## src/rtl/irq_pkg.sv

```systemverilog
// rtl/irq_pkg.sv - shared constants, FSM state type and bit-count helper for irq_pending_arbiter
package irq_pkg;

  localparam int N_REQ  = 4;
  localparam int ID_W   = 2;
  localparam int DROP_W = 8;

  typedef enum logic [0:0] {IDLE, PRESENT} irq_state_t;

  function automatic logic [2:0] popcount4(input logic [N_REQ-1:0] v);
    logic [2:0] n;
    n = '0;
    for (int i = 0; i < N_REQ; i++) begin
      n = n + {2'b00, v[i]};
    end
    return n;
  endfunction

endpackage

```

## src/rtl/irq_pending_arbiter_if.sv

```systemverilog
// rtl/irq_pending_arbiter_if.sv - valid/ready handshake carrying the granted request ID
interface irq_pending_arbiter_if;
  import irq_pkg::*;

  logic            irq_valid;
  logic [ID_W-1:0] irq_id;
  logic            irq_ready;

  modport master (output irq_valid, output irq_id, input irq_ready);
  modport slave  (input irq_valid, input irq_id, output irq_ready);

endinterface

```

## src/rtl/prio_enc4.sv

```systemverilog
// rtl/prio_enc4.sv - combinational 4-input priority encoder, highest set index wins
module prio_enc4
  import irq_pkg::*;
(
  input  logic [N_REQ-1:0] vec,
  output logic [ID_W-1:0]  idx,
  output logic             any_set
);

  always_comb begin
    idx = '0;
    for (int i = 0; i < N_REQ; i++) begin
      if (vec[i]) idx = i[ID_W-1:0];
    end
    any_set = |vec;
  end

endmodule

```

## src/rtl/irq_pending_arbiter.sv

```systemverilog
// rtl/irq_pending_arbiter.sv - pending/mask capture with one-at-a-time ID grant over valid/ready
// Optional IRQ_PEND_EDGE_EN: set events on rising edges of req instead of level.
module irq_pending_arbiter
  import irq_pkg::*;
(
  input  logic                       clk,
  input  logic                       rst,
  input  logic                       en,
  input  logic [N_REQ-1:0]           req,
  input  logic [N_REQ-1:0]           mask,
  irq_pending_arbiter_if.master      irq,
  output logic [N_REQ-1:0]           pending,
  output logic [DROP_W-1:0]          drop_cnt
);

  irq_state_t        state_q, state_d;
  logic [ID_W-1:0]   id_q, id_d;
  logic [N_REQ-1:0]  pend_q;
  logic [DROP_W-1:0] drop_q, drop_d;
  logic [N_REQ-1:0]  set_ev, clr_vec, drop_vec, masked;
  logic [ID_W-1:0]   enc_id;
  logic              enc_any;
  logic              accept;
  logic [DROP_W:0]   drop_sum;

`ifdef IRQ_PEND_EDGE_EN
  logic [N_REQ-1:0] hist_q;

  always_ff @(posedge clk) begin
    if (rst) hist_q <= '0;
    else     hist_q <= req;
  end

  assign set_ev = req & ~hist_q;
`else
  assign set_ev = req;
`endif

  assign masked = pend_q & mask;

  prio_enc4 u_enc (
    .vec     (masked),
    .idx     (enc_id),
    .any_set (enc_any)
  );

  assign accept = (state_q == PRESENT) && irq.irq_ready;

  always_comb begin
    clr_vec = '0;
    if (accept) clr_vec[id_q] = 1'b1;
  end

  // A set landing on the bit being cleared wins and is not a drop.
  assign drop_vec = set_ev & pend_q & ~clr_vec;
  assign drop_sum = {1'b0, drop_q} + {{(DROP_W-2){1'b0}}, popcount4(drop_vec)};
  assign drop_d   = drop_sum[DROP_W] ? {DROP_W{1'b1}} : drop_sum[DROP_W-1:0];

  always_comb begin
    state_d = state_q;
    id_d    = id_q;
    case (state_q)
      IDLE: begin
        if (en && enc_any) begin
          state_d = PRESENT;
          id_d    = enc_id;
        end
      end
      PRESENT: begin
        if (irq.irq_ready) state_d = IDLE;
      end
      default: state_d = IDLE;
    endcase
  end

  always_ff @(posedge clk) begin
    if (rst) begin
      state_q <= IDLE;
      id_q    <= '0;
      pend_q  <= '0;
      drop_q  <= '0;
    end else begin
      state_q <= state_d;
      id_q    <= id_d;
      pend_q  <= (pend_q & ~clr_vec) | set_ev;
      drop_q  <= drop_d;
    end
  end

  assign irq.irq_valid = (state_q == PRESENT);
  assign irq.irq_id    = id_q;
  assign pending       = pend_q;
  assign drop_cnt      = drop_q;

endmodule

```

## src/flat_wrapper.sv

```systemverilog
// flat-port wrapper written by rule: the top's interface ports become plain ports
module irq_pending_arbiter_flat import irq_pkg::*;
  (clk, rst, en, req, mask, pending, drop_cnt, irq_irq_valid, irq_irq_id, irq_irq_ready);
  irq_pending_arbiter_if irq_i ();
  input  logic clk;
  input  logic rst;
  input  logic en;
  input  logic [N_REQ-1:0] req;
  input  logic [N_REQ-1:0] mask;
  output logic [N_REQ-1:0] pending;
  output logic [DROP_W-1:0] drop_cnt;
  output wire logic [$bits(irq_i.irq_valid)-1:0] irq_irq_valid;
  output wire logic [$bits(irq_i.irq_id)-1:0] irq_irq_id;
  input wire logic [$bits(irq_i.irq_ready)-1:0] irq_irq_ready;
  assign irq_irq_valid = irq_i.irq_valid;
  assign irq_irq_id = irq_i.irq_id;
  assign irq_i.irq_ready = irq_irq_ready;
  irq_pending_arbiter u_core (.clk(clk), .rst(rst), .en(en), .req(req), .mask(mask), .irq(irq_i), .pending(pending), .drop_cnt(drop_cnt));
endmodule
```

## config.mk

```make
export PLATFORM = sky130hd
export DESIGN_NAME = irq_pending_arbiter_flat
export DESIGN_NICKNAME = d
export VERILOG_FILES = /design/src/rtl/irq_pkg.sv /design/src/rtl/irq_pending_arbiter_if.sv /design/src/rtl/prio_enc4.sv /design/src/rtl/irq_pending_arbiter.sv /design/src/flat_wrapper.sv
export SDC_FILE = /design/constraint.sdc
export NUM_CORES = 1
export LEC_CHECK = 0
export CAP_MARGIN = 20
export CORE_ASPECT_RATIO = 0.7
export CORE_MARGIN = 4
export CORE_UTILIZATION = 33
export CTS_CLUSTER_DIAMETER = 50
export CTS_CLUSTER_SIZE = 30
export DETAILED_ROUTE_END_ITERATION = 8
export DONT_BUFFER_PORTS = 1
export PLACE_DENSITY_LB_ADDON = 0.1
export SLEW_MARGIN = 20
export SYNTH_ARGS = -nofsm -noshare
export SYNTH_HDL_FRONTEND = slang
export SYNTH_SLANG_ARGS = --single-unit
```

## constraint.sdc

```tcl
create_clock -name clk -period 4 [get_ports clk]
set_clock_uncertainty 0.05 [all_clocks]
set_input_delay 0 -clock clk [delete_from_list [all_inputs] [get_ports clk]]
set_output_delay 0 -clock clk [all_outputs]
set_load 0.02 [all_outputs]
```

## Word level (Yosys, flattened, before mapping)

Index checks and enable logic that the tools add are counted.

| word-level totals | value |
|---|---|
| bits of input ports | 12 |
| bits in registers | 15 |

| operators by class | value |
|---|---|
| reduce and logical (&&, ||, !) cells | 5 |
| mux-type cells | 10 |
| order comparisons | 2 |
| bitwise logic cells | 7 |
| add/subtract/negate cells | 4 |

Operator list:

| operator | count |
|---|---|
| $and A4 B4 Y4 | 4 |
| $add A8 B3 Y9 | 1 |
| $mux W8 | 1 |
| $add A3 B1 Y3 | 2 |
| $mux W1 | 4 |
| $mux W2 | 2 |
| $mux W4 | 1 |
| $not A4 Y4 | 1 |
| $or A4 B4 Y4 | 1 |
| $reduce_or A4 Y1 | 1 |
| $logic_and A1 B1 Y1 | 3 |
| $lt A2 B3 Y1 const B | 1 |
| $add A1 B1 Y2 | 1 |
| $demux W1 S2 | 1 |
| $ge A2 B1 Y1 const B | 1 |
| $pmux W1 S2 | 1 |
| $reduce_and A2 Y1 | 1 |
| $not A1 Y1 | 1 |

## Depth between registers and ports, before layout

Gate-level depths: netlist of the first run.

| depth | value |
|---|---|
| depth after elaboration | 12 |
| depth in mapped cells | 12 |

## Cells and area by module

Synthesis of the first run repeated with hierarchy kept, for this count alone.

| unflattened totals | value |
|---|---|
| cells, all modules | 84 |
| area, all modules | 745.7 µm² |

By module, submodules not included:

| module | sequential area each (µm²) | instances | area each (µm²) | cells an instance |
|---|---|---|---|---|
| irq_pending_arbiter | 300.3 | 1 | 721.9 | 80 |
| prio_enc4 | 0.0 | 1 | 23.8 | 4 |

## Least setup slack after synthesis of the first run

No wires, ideal clock.

| path | value |
|---|---|
| path kind | reg2reg |
| from | reg u_core.state_q, in the netlist u_core.irq.irq_valid |
| to | reg u_core.drop_q[0], in the netlist u_core.drop_cnt[0] |
| slack | 0.781 ns |
| path buffers | 0 |
| stages on the path, launching flop included | 13 |
| period minus slack after synthesis | 3.219 ns |
| data arrival time | 3.098 ns |
| library setup time | 0.071 ns |
| cell sequence | dfxtp_1 > nand3b_1 > o21ai_0 > nor2_1 > ha_1 > fa_1 > ha_1 > inv_1 > fa_1 > and2b_2 > o21ai_2 > or3_4 > a21oi_1 |

| on the way | value |
|---|---|
| word-level cells in the longest chain between the ends | 9 |

RTL lines:

| item | RTL line | RTL |
|---|---|---|
| start: declaration | irq_pending_arbiter.sv:16 | `irq_state_t state_q, state_d;` |
| start signal: assignment | irq_pending_arbiter.sv:83 | `state_q <= state_d;` |
| $logic_and A1 B1 Y1 (*) | irq_pending_arbiter.sv:47 | `assign accept = (state_q == PRESENT) && irq.irq_ready;` |
| $mux W4 (*) | irq_pending_arbiter.sv:51 | `if (accept) clr_vec[id_q] = 1'b1;` |
| $not A4 Y4 (*) | irq_pending_arbiter.sv:55 | `assign drop_vec = set_ev & pend_q & ~clr_vec;` |
| $and A4 B4 Y4 (*) | irq_pending_arbiter.sv:55 |  |
| $add A1 B1 Y2 | irq_pkg.sv:14 | `n = n + {2'b00, v[i]};` |
| $add A3 B1 Y3 | irq_pkg.sv:14 |  |
| $add A3 B1 Y3 (*) | irq_pkg.sv:14 |  |
| $add A8 B3 Y9 (*) | irq_pending_arbiter.sv:56 | `assign drop_sum = {1'b0, drop_q} + {{(DROP_W-2){1'b0}}, popcount4(drop_vec)};` |
| $mux W8 (*) | irq_pending_arbiter.sv:57 | `assign drop_d = drop_sum[DROP_W] ? {DROP_W{1'b1}} : drop_sum[DROP_W-1:0];` |
| end signal: assignment | irq_pending_arbiter.sv:86 | `drop_q <= drop_d;` |
| end: declaration | irq_pending_arbiter.sv:19 | `logic [DROP_W-1:0] drop_q, drop_d;` |

Every way passes the cells marked *; elsewhere a longest branch is shown, timed or not.
A chain may end at the register's enable or synchronous reset.

## Final worst setup path of the first run

Same ends and word-level chain as after synthesis.

==> summary.txt, run 1 <==
STATUS
--------------------------------------------------------------------------------------------------
Status                                                                                finished, final reports clean

GRT
--------------------------------------------------------------------------------------------------
Global-route wire length before repair                                                     2610 um
Aggregate global routing overflow                                                                0
Vias in the first global route                                                                 561
Largest net degree at the start of global routing                                               16
Initial antenna violation count                                                                  0
Global Route Usage Sum                                                                       0.119

CTS
--------------------------------------------------------------------------------------------------
Buffer cell driving the clock tree root                                               sky130_fd_sc_hd__clkbuf_4
Buffers inserted during post-CTS setup optimization                                              0
Number of clock buffers inserted by TritonCTS                                                    3
CTS Sinks                                                                                       15
Clock transition time at the flip-flop clock pins of the worst setup and hold paths        0.09 ns
CTS tree                                                                                     built
Maximum buffer depth of the clock tree                                                           2
H-tree lvl count                                                                                 1
Cts repair resizes                                                                               0
Clock latency on the worst-skew pair                                                       0.28 ns

LAYOUT
--------------------------------------------------------------------------------------------------
Fraction of layout cells with a size suffix above 1                                         0.0680
Most frequent standard cell in the layout excluding fill and tap cells                sky130_fd_sc_hd__dfxtp_1
Layout Area Growth over Synthesis                                                            24.0%
Antenna fix cells                                                                                0
Filler cell count in the final layout                                                          231
Final instance area                                                                       945 um^2
Most frequent cells in the layout                                                     15 x sky130_fd_sc_hd__dfxtp_1, 12 x sky130_fd_sc_hd__inv_1, 12 x sky130_fd_sc_hd__dlygate4sd3_1, 11 x sky130_fd_sc_hd__a21oi_1, 9 x sky130_fd_sc_hd__nor2_1
Final #Nets                                                                                    123

SETUP PATH
--------------------------------------------------------------------------------------------------
Startpoint-to-endpoint class of the critical path                                     flip-flop to flip-flop
Critical path required time                                                                4.17 ns
Largest delay share family, worst path                                                 adder cells
List of cells traversed by the critical path                                          nand3_1 > o21ai_0 > nor2_1 > ha_1 > fa_1 > ha_1 > inv_1 > fa_1 > and2b_2 > o21ai_2 > or3_4 > a21oi_1
Startpoint types                                                                         flip-flop
Worst Path Buf+Inv                                                                               1
Biggest cell delay along the critical path                                                 0.51 ns
Crit end category                                                                        flip-flop
Worst path arrival time                                                                    3.70 ns
Top fanout value on the critical path                                                            5
Max stage delay cell, worst path                                                      sky130_fd_sc_hd__dfxtp_1

PLACED DESIGN
--------------------------------------------------------------------------------------------------
HPWL after detailed placement                                                              1320 um
Dpl ws                                                                                    0.528 ns
Area of placed instances                                                                  798 um^2
Final weighted congestion in routability-driven placement                                    0.669
Port buffer count                                                                                0

FLOORPLAN
--------------------------------------------------------------------------------------------------
Die area                                                                                 3150 um^2
Placement row count                                                                             14
Die boundary width                                                                         65.4 um
Die span in y                                                                              48.2 um
Starting utilization of the core area                                                        0.351
# IOs                                                                                           27
Core Region                                                                              2170 um^2

DETAILED ROUTING
--------------------------------------------------------------------------------------------------
Wire length per cell                                                                       13.1 um
Number of vias in the routed layout                                                            650
Ratio of routed vias to standard cells                                                        4.81
Number of nets with antenna violations after routing                                             0
Drt pass-1 iters                                                                                 4
Post-Route WL                                                                              1770 um
DRC Markers                                                                                      0
Iteration-0 DRC count of the detailed router                                                    31

SYNTHESIS
--------------------------------------------------------------------------------------------------
Sequential cell area fraction in the yosys report                                            0.394
Post-synthesis average cell area                                                         8.66 um^2
Number of distinct library cells after synthesis                                                26
Post-Syn Area                                                                             762 um^2
Number of nets produced by synthesis                                                           107
Post-synthesis register bit count                                                               15
Total number of yosys warnings                                                                   0
Number of instances in the synthesized netlist                                                  88

POWER
--------------------------------------------------------------------------------------------------
Total Power                                                                             0.000330 W
Lkg Pwr                                                                                   0.372 nW
Maximum resistive drop on vdd                                                               218 uV
Cell Pwr Density                                                                       349 nW/um^2

TIMING
--------------------------------------------------------------------------------------------------
Count of final max-slew check failures                                                           0
Relative slew margins                                                                        0.624
Final setup TNS                                                                               0 ns
RSZ-0062 raised after global routing                                                            no
Slew of the pin with the lowest slew margin                                               0.561 ns
Number of endpoints failing setup at the final stage                                             0
Fmax                                                                                       283 MHz
Hold violation count in the final report                                                         0
Final period demand of the worst path                                                      3.54 ns
Fin Hold WS                                                                              0.0373 ns
Period Utilization, post-route                                                               0.884
Minimum setup slack in the final design                                                   0.463 ns

MIN PATH
--------------------------------------------------------------------------------------------------
Hold Path Class                                                                       primary input to flip-flop

FLOW RUN
--------------------------------------------------------------------------------------------------
Count of max-cap constraint violations                                                           0

## synth_stat cells (all sizes together)
master | count | share of area
and2b | 1 | 0.011
nand2 | 4 | 0.020
o2111ai | 1 | 0.011
fa | 2 | 0.053
ha | 5 | 0.082
xnor2 | 2 | 0.023
a21o | 1 | 0.0099
clkbuf | 1 | 0.0049
nand3b | 1 | 0.0099
a211oi | 3 | 0.030
xor2 | 1 | 0.011
nor2 | 9 | 0.044
a31oi | 2 | 0.016
inv | 12 | 0.059
nor3 | 3 | 0.026
nand3 | 3 | 0.020
nand2b | 1 | 0.0082
dfxtp | 15 | 0.39
o21ai | 6 | 0.044
a21oi | 11 | 0.072
a22oi | 1 | 0.0099
mux2i | 1 | 0.013
a311oi | 1 | 0.011
or3 | 1 | 0.015
## state kept, by name (all words and copies together) (netlist names)
signal and cells:
u_core.drop_cnt 8, u_core.irq.irq_id 2, u_core.irq.irq_valid 1, u_core.pending 4
## what timing repair did
| item | CTS | global route |
|---|---|---|
| hold buffers | 12 | 0 |
| setup endpoints to repair | 0 | 0 |
| hold endpoints to repair | 15 | 0 |
## per-stage QoR
| stage | std cells | util |
|---|---|---|
| floorplan | 88 | - |
| global placement | 119 | 0.368 |
| detailed placement | 119 | 0.368 |
| CTS | 135 | 0.435 |
| global route | 135 | 0.435 |
| finish | 135 | 0.435 |
## power breakdown
part	switching, W	internal [W]	leakage [nW]
registers	0.0000255	0.000161	0.123
logic	0.0000277	0.0000274	0.234
clock network	0.0000493	0.0000387	0.0150
total	0.000102	0.000227	0.372
## layer usage
layer	part of all wire	vias up	GRT usage
met4	0.012	0	0.0496
met5	0	-	0
met2	0.39	18	0.159
met1	0.50	291	0.158
met3	0.098	4	0.0645
li1	-	337	-
## area by class of cell
class | instances | area [um^2] | area share
multi-input cells | 60 | 413 | 0.437
repair buffers | 12 | 120 | 0.127
flip-flops and latches | 15 | 300 | 0.318
well taps | 32 | 40.0 | 0.0424
inverters | 12 | 45.0 | 0.0477
clock buffers | 4 | 26.3 | 0.0278
## tightest hold or removal path, stage by stage
cell	delay, ns
sky130_fd_sc_hd__nand3_1	0.09
sky130_fd_sc_hd__o21ai_0	0.11
sky130_fd_sc_hd__a21oi_1	0.14
## worst paths after layout
path                             start                  to  slack, ns  cells after the start
setup reg to reg  u_core.irq.irq_valid  u_core.drop_cnt[0]       0.46                     12
setup / recovery  u_core.irq.irq_valid  u_core.drop_cnt[0]       0.46                     12
hold / removal           irq_irq_ready   u_core.pending[3]       0.04                      3
hold reg to reg     u_core.drop_cnt[6]  u_core.drop_cnt[6]       0.57                      2
## cells by family (layout without fill, tap and decap cells)
kind of cell / Yosys count / count (layout) / share of synthesized area
AOI/OAI and AO/OA: 26 / 26 / 0.205
xor gates and xnor gates: 3 / 3 / 0.0345
adders and majority gates: 7 / 7 / 0.135
buffers and inverters: 13 / 28 / 0.0640
DFF: 15 / 15 / 0.394
muxes: 1 / 1 / 0.0131
and+or+nand+nor: 23 / 23 / 0.154
Note: power is estimated with default switching activity, not from simulation.
==> run 2, diff against run 1 <==
--- a/config.mk
+++ b/config.mk
@@ -6,7 +6,7 @@
 export NUM_CORES = 1
 export LEC_CHECK = 0
 export CAP_MARGIN = 20
-export CORE_ASPECT_RATIO = 0.7
+export CORE_ASPECT_RATIO = 1.1
 export CORE_MARGIN = 4
 export CORE_UTILIZATION = 33
 export CTS_CLUSTER_DIAMETER = 50
==> summary.txt, run 2 (synthesized netlist as in run 1, its figures left out) <==
STATUS
--------------------------------------------------------------------------------------------------
Status                                                                                finished, final reports clean

TIMING
--------------------------------------------------------------------------------------------------
Final setup TNS                                                                               0 ns
Final period demand of the worst path                                                      3.45 ns
Number of endpoints failing setup at the final stage                                             0
Count of final max-slew check failures                                                           0
Relative slew margins                                                                        0.613
RSZ-0062 raised after global routing                                                            no
Period Utilization, post-route                                                               0.863
Fmax                                                                                       290 MHz
Hold violation count in the final report                                                         0
Slew of the pin with the lowest slew margin                                               0.578 ns

SETUP PATH
--------------------------------------------------------------------------------------------------
Critical path endpoint                                                                u_core.drop_cnt[1]
Endpoint of the worst register-to-register path                                       u_core.drop_cnt[1]
Startpoint types                                                                         flip-flop
Critical path origin                                                                  u_core.irq.irq_valid
Startpoint of the most critical register-to-register path                             u_core.irq.irq_valid
Startpoint-to-endpoint class of the critical path                                     flip-flop to flip-flop
Slack of the worst reg-to-reg path                                                         0.55 ns
Crit end category                                                                        flip-flop
Worst r2r path cells                                                                            12
Worst path arrival time                                                                    3.61 ns
Critical path required time                                                                4.16 ns
Top fanout value on the critical path                                                            5

CTS
--------------------------------------------------------------------------------------------------
Number of clock buffers inserted by TritonCTS                                                    3
CTS Sinks                                                                                       15
H-tree lvl count                                                                                 1
CTS tree                                                                                     built
Maximum buffer depth of the clock tree                                                           2
Buffer cell driving the clock tree root                                               sky130_fd_sc_hd__clkbuf_4
Clock latency on the worst-skew pair                                                       0.28 ns
Clock transition time at the flip-flop clock pins of the worst setup and hold paths        0.09 ns

LAYOUT
--------------------------------------------------------------------------------------------------
Most frequent cells in the layout                                                     15 x sky130_fd_sc_hd__dfxtp_1, 12 x sky130_fd_sc_hd__inv_1, 12 x sky130_fd_sc_hd__dlygate4sd3_1, 11 x sky130_fd_sc_hd__a21oi_1, 9 x sky130_fd_sc_hd__nor2_1
Fraction of layout cells with a size suffix above 1                                         0.0680
Max reg flops                                                                                    8
Final core occ                                                                               0.423
Antenna fix cells                                                                                0
Filler cell count in the final layout                                                          226
Final non-filler cell total                                                                    133
Most frequent standard cell in the layout excluding fill and tap cells                sky130_fd_sc_hd__dfxtp_1
Layout Area Growth over Synthesis                                                            23.6%
Final #Nets                                                                                    123

GRT
--------------------------------------------------------------------------------------------------
Largest net degree at the start of global routing                                               16
Global-route wire length before repair                                                     2850 um
Vias in the first global route                                                                 728
Initial antenna violation count                                                                  0
Global Route Usage Sum                                                                       0.124
Aggregate global routing overflow                                                                0

POWER
--------------------------------------------------------------------------------------------------
Cell Pwr Density                                                                       347 nW/um^2
Total Power                                                                             0.000327 W
Maximum resistive drop on vdd                                                               182 uV
Lkg Pwr                                                                                   0.370 nW

FLOORPLAN
--------------------------------------------------------------------------------------------------
# IOs                                                                                           27
Core Region                                                                              2230 um^2
Die area                                                                                 3140 um^2
Starting utilization of the core area                                                        0.342
Die span in y                                                                              58.4 um
Die boundary width                                                                         53.8 um
Placement row count                                                                             18

DETAILED ROUTING
--------------------------------------------------------------------------------------------------
Number of vias in the routed layout                                                            673
Wire length per cell                                                                       12.6 um
Iteration-0 DRC count of the detailed router                                                     9
Number of nets with antenna violations after routing                                             0
DRC Markers                                                                                      0
Ratio of routed vias to standard cells                                                        5.06
Drt pass-1 iters                                                                                 2
Post-Route WL                                                                              1680 um

PLACED DESIGN
--------------------------------------------------------------------------------------------------
Final weighted congestion in routability-driven placement                                    0.671
HPWL after detailed placement                                                              1250 um
Port buffer count                                                                                0
DP Cell Count                                                                                  117

MIN PATH
--------------------------------------------------------------------------------------------------
Hold Path Class                                                                       primary input to flip-flop
Hold Crit Depth                                                                                  3

FLOW RUN
--------------------------------------------------------------------------------------------------
Count of max-cap constraint violations                                                           0

run 2: worst max-delay path: stages, from the launching register on:
cell and delay [ns]:
sky130_fd_sc_hd__dfxtp_1 0.51, sky130_fd_sc_hd__nand3b_1 0.15, sky130_fd_sc_hd__o21ai_0 0.24, sky130_fd_sc_hd__nor2_1 0.07, sky130_fd_sc_hd__ha_1 0.31, sky130_fd_sc_hd__fa_1 0.40, sky130_fd_sc_hd__ha_1 0.31, sky130_fd_sc_hd__inv_1 0.06
sky130_fd_sc_hd__fa_1 0.41, sky130_fd_sc_hd__and2b_2 0.26, sky130_fd_sc_hd__o21ai_2 0.07, sky130_fd_sc_hd__or3_4 0.41, sky130_fd_sc_hd__a21oi_1 0.15
run 2: worst min-delay path by stage:
| stage | startpoint | endpoint | slack [ns] |
|---|---|---|---|
| after floorplan | rst | u_core.pending[0] | 0.02 |
| after global placement | rst | u_core.pending[2] | 0.02 |
| after detailed placement | rst | u_core.pending[3] | 0.02 |
| after CTS | irq_irq_ready | u_core.pending[0] | 0.03 |
| after global routing | irq_irq_ready | u_core.pending[0] | 0.05 |
| final | irq_irq_ready | u_core.pending[0] | 0.04 |
run 2: layer usage:
metal | track usage | share of wire
met3 | 0.0380 | 0.084
met5 | 0 | 0
met2 | 0.206 | 0.50
met1 | 0.132 | 0.40
met4 | 0.0839 | 0.0090
run 2: timing repair:
item / 4_1_cts / 5_1_grt
resized for setup: 0 / 0
hold buffers: 12 / 0
setup buffers: 0 / 0
hold endpoints to repair: 15 / 0
run 2: power by group:
| part | total, W | internal (W) | switching (W) |
|---|---|---|---|
| logic | 0.0000557 | 0.0000275 | 0.0000282 |
| registers | 0.000187 | 0.000161 | 0.0000253 |
| clock network | 0.0000844 | 0.0000386 | 0.0000458 |
| total | 0.000327 | 0.000227 | 0.0000993 |
run 2: final cells by class:
cell class,instances,area [um^2],share of cell area
Inverter,12,45.0,0.0478
Tap cell,30,37.5,0.0398
Clock buffer,4,26.3,0.0279
Multi-Input combinational cell,60,413,0.438
Sequential cell,15,300,0.319
Timing Repair Buffer,12,120,0.127
run 2: per-stage QoR:
step                      hold WS (ns)  instance area (um^2)  setup slack (ns)
after floorplan                 0.0191                   762             0.781
after global placement          0.0218                   796             0.558
after detailed placement        0.0229                   796             0.504
after CTS                       0.0273                   942             0.507
after global routing            0.0535                   942             0.294
final                           0.0449                   942             0.548
